===== config.mk =====
export PLATFORM = sky130hd
export DESIGN_NAME = fetch_unit
export DESIGN_NICKNAME = d
export VERILOG_FILES = /design/src/rtl/fetch_pkg.sv /design/src/rtl/fetch_fifo.sv /design/src/rtl/fetch_unit.sv
export SDC_FILE = /design/constraint.sdc
export NUM_CORES = 1
export LEC_CHECK = 0
export BUFFER_PORTS_ARGS = -buffer_cell sky130_fd_sc_hd__buf_2
export CAP_MARGIN = 25
export CORE_ASPECT_RATIO = 0.5
export CORE_MARGIN = 4
export CORE_UTILIZATION = 35
export CTS_CLUSTER_DIAMETER = 50
export DETAILED_ROUTE_END_ITERATION = 10
export PLACE_DENSITY = 0.52
export SETUP_SLACK_MARGIN = 0.1
export SYNTH_ARGS = -nofsm -noshare
export SYNTH_HDL_FRONTEND = slang
export SYNTH_SLANG_ARGS = --single-unit

===== constraint.sdc =====
create_clock -name clk -period 7.5 [get_ports clk]
set_input_delay 0.375 -clock clk [delete_from_list [all_inputs] [get_ports clk]]
set_output_delay 0.375 -clock clk [all_outputs]
set_load 0.1 [all_outputs]

===== src/rtl/fetch_pkg.sv =====
// Shared types and constants for the instruction fetch stage.
package fetch_pkg;

  localparam int unsigned XLEN = 32;
  localparam logic [XLEN-1:0] NOP_INSTR = 32'h0000_0013;

  typedef struct packed {
    logic [XLEN-1:0] pc;
    logic [XLEN-1:0] instr;
  } fetch_entry_t;

  typedef enum logic {
    FETCH,
    FLUSH
  } fetch_state_t;

  // Instructions are word aligned; low address bits are discarded.
  function automatic logic [XLEN-1:0] align_word(input logic [XLEN-1:0] addr);
    return {addr[XLEN-1:2], 2'b00};
  endfunction

endpackage


===== src/rtl/fetch_fifo.sv =====
// Synchronous FIFO of fetch entries with clear; DEPTH must be a power of two.
module fetch_fifo
  import fetch_pkg::*;
#(
  parameter int unsigned DEPTH = 4
) (
  input  logic                     clk,
  input  logic                     reset,
  input  logic                     push,
  input  fetch_entry_t             data_in,
  input  logic                     pop,
  input  logic                     clear,
  output fetch_entry_t             head,
  output logic [$clog2(DEPTH):0]   count,
  output logic                     full,
  output logic                     empty
);

  localparam int unsigned PTR_W = $clog2(DEPTH);
  localparam int unsigned CNT_W = PTR_W + 1;

  fetch_entry_t     mem [DEPTH];
  logic [PTR_W-1:0] wr_ptr;
  logic [PTR_W-1:0] rd_ptr;
  logic             do_push;
  logic             do_pop;

  assign empty   = (count == '0);
  assign full    = (count == CNT_W'(DEPTH));
  assign do_pop  = pop && !empty;
  assign do_push = push && (!full || do_pop);
  assign head    = mem[rd_ptr];

  always_ff @(posedge clk or posedge reset) begin
    if (reset) begin
      wr_ptr <= '0;
      rd_ptr <= '0;
      count  <= '0;
    end else if (clear) begin
      wr_ptr <= '0;
      rd_ptr <= '0;
      count  <= '0;
    end else begin
      if (do_push) wr_ptr <= wr_ptr + PTR_W'(1);
      if (do_pop)  rd_ptr <= rd_ptr + PTR_W'(1);
      case ({do_push, do_pop})
        2'b10:   count <= count + CNT_W'(1);
        2'b01:   count <= count - CNT_W'(1);
        default: count <= count;
      endcase
    end
  end

  // Storage needs no reset: entries are only visible once counted.
  always_ff @(posedge clk) begin
    if (do_push && !clear) mem[wr_ptr] <= data_in;
  end

endmodule


===== src/rtl/fetch_unit.sv =====
// Instruction fetch stage: PC, in-order imem reads, response buffer, redirect flush.
// Optional FETCH_BYPASS_EN forwards a response straight to the decoder when the buffer is empty.
module fetch_unit
  import fetch_pkg::*;
#(
  parameter logic [31:0] RESET_PC   = 32'h0000_0000,
  parameter int unsigned FIFO_DEPTH = 4
) (
  input  logic        clk,
  input  logic        reset,
  output logic        imem_req_valid,
  output logic [31:0] imem_req_addr,
  input  logic        imem_req_ready,
  input  logic        imem_resp_valid,
  input  logic [31:0] imem_resp_data,
  input  logic        redirect_valid,
  input  logic [31:0] redirect_pc,
  output logic        instr_valid,
  output logic [31:0] instr,
  output logic [31:0] instr_pc,
  input  logic        instr_ready
);

  localparam int unsigned CNT_W = $clog2(FIFO_DEPTH) + 1;
  localparam int unsigned SUM_W = CNT_W + 1;

  fetch_state_t   state;
  logic [31:0]    pc;
  logic [31:0]    resp_pc;
  logic [CNT_W-1:0] outstanding;
  logic [CNT_W-1:0] outstanding_next;
  logic [CNT_W-1:0] drop;

  fetch_entry_t   fifo_head;
  fetch_entry_t   resp_entry;
  fetch_entry_t   out_entry;
  logic [CNT_W-1:0] fifo_count;
  logic           fifo_full;
  logic           fifo_empty;
  logic           fifo_push;
  logic           fifo_pop;

  logic           credit_ok;
  logic           req_fire;
  logic           resp_keep;
  logic           pop_fire;
  logic [31:0]    redirect_target;

  assign redirect_target = align_word(redirect_pc);
  assign credit_ok = (SUM_W'(fifo_count) + SUM_W'(outstanding)) < SUM_W'(FIFO_DEPTH);

  // Requests are suppressed while flushing and in the redirect cycle itself.
  assign imem_req_valid = !reset && (state == FETCH) && credit_ok && !redirect_valid;
  assign imem_req_addr  = pc;
  assign req_fire       = imem_req_valid && imem_req_ready;

  assign resp_keep  = imem_resp_valid && (drop == '0) && !redirect_valid;
  assign resp_entry = '{pc: resp_pc, instr: imem_resp_data};
  assign outstanding_next = outstanding + CNT_W'(req_fire) - CNT_W'(imem_resp_valid);

`ifdef FETCH_BYPASS_EN
  logic bypass;

  always_comb begin
    bypass      = fifo_empty && resp_keep;
    instr_valid = !fifo_empty || bypass;
    out_entry   = '{pc: '0, instr: NOP_INSTR};
    if (!fifo_empty)  out_entry = fifo_head;
    else if (bypass)  out_entry = resp_entry;
    pop_fire  = instr_valid && instr_ready && !redirect_valid;
    fifo_pop  = pop_fire && !fifo_empty;
    fifo_push = resp_keep && !(bypass && pop_fire) && (!fifo_full || fifo_pop);
  end
`else
  always_comb begin
    instr_valid = !fifo_empty;
    out_entry   = '{pc: '0, instr: NOP_INSTR};
    if (!fifo_empty) out_entry = fifo_head;
    pop_fire  = instr_valid && instr_ready && !redirect_valid;
    fifo_pop  = pop_fire;
    fifo_push = resp_keep && (!fifo_full || fifo_pop);
  end
`endif

  assign instr    = out_entry.instr;
  assign instr_pc = out_entry.pc;

  fetch_fifo #(
    .DEPTH (FIFO_DEPTH)
  ) u_fifo (
    .clk     (clk),
    .reset   (reset),
    .push    (fifo_push),
    .data_in (resp_entry),
    .pop     (fifo_pop),
    .clear   (redirect_valid),
    .head    (fifo_head),
    .count   (fifo_count),
    .full    (fifo_full),
    .empty   (fifo_empty)
  );

  // Fetch FSM with PC, response-PC, credit and drop tracking.
  always_ff @(posedge clk or posedge reset) begin
    if (reset) begin
      state       <= FETCH;
      pc          <= RESET_PC;
      resp_pc     <= RESET_PC;
      outstanding <= '0;
      drop        <= '0;
    end else begin
      outstanding <= outstanding_next;
      if (redirect_valid) begin
        // Everything still in flight after this cycle belongs to the old path.
        pc      <= redirect_target;
        resp_pc <= redirect_target;
        drop    <= outstanding_next;
        state   <= (outstanding_next != '0) ? FLUSH : FETCH;
      end else begin
        if (req_fire) pc <= pc + 32'd4;
        if (imem_resp_valid) begin
          if (drop != '0) drop    <= drop - CNT_W'(1);
          else            resp_pc <= resp_pc + 32'd4;
        end
        case (state)
          FETCH: state <= FETCH;
          FLUSH: begin
            if ((drop == '0) || ((drop == CNT_W'(1)) && imem_resp_valid)) state <= FETCH;
          end
          default: state <= FETCH;
        endcase
      end
    end
  end

endmodule


==> flow_summary.yaml <==
detailed_routing:
  ant_nets: 0
  wl_met2_um: 15410
  via_per_inst: 5.060
  wire_per_inst_um: 19.92
  highest_layer: "met4"
  remaining_drc_errors: 0
  dr_total_vias: 7919
  routed_wl_um: 31170
  first_iter_violations: 526
  wl_met3_um: 1316
  met1_length_um: 13820
  drt_pass1_iterations: 8
clocking:
  cts_root_buf: "clkbuf_16"
  path_clk_slew_ns: 0.06
  insertion_delay_ns: 0.51
  htreeDepth: 2
  cts-resized-gates: 0
  numCtsBuffers: 34
  clockBufferDepth: 3
  tritoncts: "built"
  cts.sinks: 322
synthesis:
  yosysTopAreaCell: "edfxtp_1"
  yosysSeqAreaShare_pct: 68.37
  synth-seq-cells: 322
  synth_most_common_cell: "edfxtp_1"
  synth-compound-area-share_pct: 4.425
  synth-xor-area-share_pct: 2.383
  synth_top_family_by_area: "multiplexers"
  synth_edf_count: 248
  synth_commonest_cells: "248 x edfxtp_1, 74 x dfrtp_1, 71 x and2_1, 62 x mux4_2, 57 x nand2_1"
  synth_flop_cell: "edfxtp_1"
  synthCells: 851
  synthMuxAreaShare_pct: 10.81
  avgSynthCellArea_sq_um: 15.98
  netlist.area_leader.share_pct: 54.76
  synthSimpleGateAreaFrac_pct: 10.39
  synthAdderAreaFrac_pct: 1.490
  synth-warning-count: 0
  syn_area_sq_mm: 0.01360
  synth-async-reset-ratio_pct: 22.98
  yosys-top-cells-area: "edfxtp_1 55%, dfrtp_1 14%, mux4_2 10%, and2_1 3.3%, o21ai_0 1.8%"
  synth.distinct_cells: 54
timing:
  finClkSkew_ns: 0.01955
  rsz0062_at_grt: "false"
  hold_viol_final: 0
  period_share_pct: 50.88
  setup_viol: 0
  clock.fmax_ghz: 0.2621
  slew_viol_final: 0
  hold_ws_ns: 0.08475
  setup_tns_ns: 0
  max_slew.worst_pin.slew_ns: 1.040
  setup_slack_ns: 3.684
  fin_crit_ns: 3.816
  slew_headroom_pct: 30.07
floorplanning:
  start_util_pct: 35.93
  num_rows: 50
  ios: 168
  dieArea_sq_mm: 0.04227
  dieWidth_um: 286.8
  die_h_um: 147.4
  core-area_sq_mm: 0.03785
power:
  p_leak_uw: 0.005798
  irDropWorstVdd_mv: 0.1909
  power_density_mw_per_mm2: 392.5
worst_hold_path:
  hold_class: "input port to flip-flop"
critical_path:
  end_kind: "flip-flop"
  path_cells: "ha_1 > nor2_1 > and4_1 > inv_2 > ha_1 > inv_1 > ha_1 > fa_1 > xor2_1 > xnor2_1 > o31ai_1 > o21ai_0"
  critical_path_class: "flip-flop to flip-flop"
  crit_path_max_fanout: 32
  critical_path.max_stage_delay_ns: 0.72
  cp.buffers_inverters: 2
  critPathSlowestCell: "and4_1"
  worst_ep_arrival_time_ns: 4.18
  start_kind: "flip-flop"
  cp.required_ns: 7.87
  cp_top_family: "adder cells"
  crit_path_frequent_cell: "ha_1"
global_route:
  grt-ovfl-total: 0
  grt_max_degree: 75
  grt_pass1_wl_um: 48530
  grt_pass1_vias: 8241
  antenna_found_initial: 0
  grtUsageTotal_pct: 14.73
finish:
  nFillCells: 3448
  final_nets: 1104
  layout-drive-gt1-share_pct: 29.28
  antenna_cells: 0
  area.growth.synth_to_final_pct: 18.22
place:
  dp_hpwl_um: 19040
  gp_congestion: 0.7658
  port_buffers: 161
  post-place-ws_ns: 3.294
flow_run:
  max_cap_violations: 0
run_status:
  status: "complete, no violations"
==> final cells by class <==
| type | instances | area [sq um] | share of cell area (%) |
|---|---|---|---|
| well taps | 520 | 650.6 | 4.046 |
| inverters | 19 | 71.32 | 0.4435 |
| clock inverters | 14 | 110.1 | 0.6848 |
| clock buffers | 48 | 987.2 | 6.140 |
| repair buffers | 173 | 918.4 | 5.712 |
| multi-input cells | 469 | 4038 | 25.11 |
| flip-flops and latches | 322 | 9304 | 57.86 |
==> through the flow <==
step | cell area (sq um) | std cells | utilization [%] | total power [uW]
final | 16080 | 1565 | 42.48 | 6311
after floorplan | 13610 | 854 | - | 4269
after detailed placement | 14940 | 1501 | 39.48 | 4740
after CTS | 16040 | 1563 | 42.38 | 6406
after global routing | 16080 | 1565 | 42.48 | 6585
after global placement | 14940 | 1501 | 39.48 | 4720
==> power by group <==
group | internal [uW] | switching, uW | total [uW]
logic | 533 | 1930 | 2470
clock network | 961 | 688 | 1650
registers | 2050 | 148 | 2200
==> repair_timing <==
item | CTS | global route
hold endpoints to repair | 0 | 8
buffers inserted | 0 | 0
hold buffers | 0 | 1
==> cells by family (layout without fill, tap and decap cells) <==
kind of cell,after synthesis,after routing
DFF,322,322
and+or+nand+nor,246,246
AOI/OAI and AO/OA,98,98
muxes,69,69
buffers and inverters,63,254
xor gates and xnor gates,37,37
adders and majority gates,15,15
other,1,4
==> layout by cell type (no fill, tap or decap), types with 13 or more instances in the layout <==
master and n:
o21ai_0 48, dfrtp_1 72, edfxtp_1 248, inv_1 16, nand4_1 20, ha_1 13, mux4_2 62, nand2_1 57
xor2_1 27, and2_1 67, o211ai_1 14, nand3_1 21, nor2_1 17, buf_2 161, clkbuf_16 37
==> layer usage <==
layer / up-vias / global-route usage [%]
met5: - / 0
met4: 0 / 3.793
met3: 42 / 3.051
met2: 153 / 24.96
met1: 4106 / 19.56
li1: 3618 / -
==> final timing paths <==
check	from	to	slack (ns)	cells past startpoint
setup / recovery	u_fifo.count[2]	state	3.68	12
hold / removal	imem_resp_data[20]	u_fifo.mem[1][20]	0.08	1
setup reg to reg	u_fifo.count[2]	state	3.68	12
hold reg to reg	outstanding[2]	outstanding[2]	0.54	1
max in group asynchronous	reset	resp_pc[13]	6.54	5
min in group asynchronous	reset	state	0.40	4
==> flip-flops by register name, indices dropped and copies added (netlist names) <==
register,count
u_fifo.wr_ptr,2
state,1
outstanding,3
resp_pc,30
u_fifo.mem,248
drop,3
u_fifo.count,3
imem_req_addr,30
u_fifo.rd_ptr,2
Power figures use the tool's default switching activity.
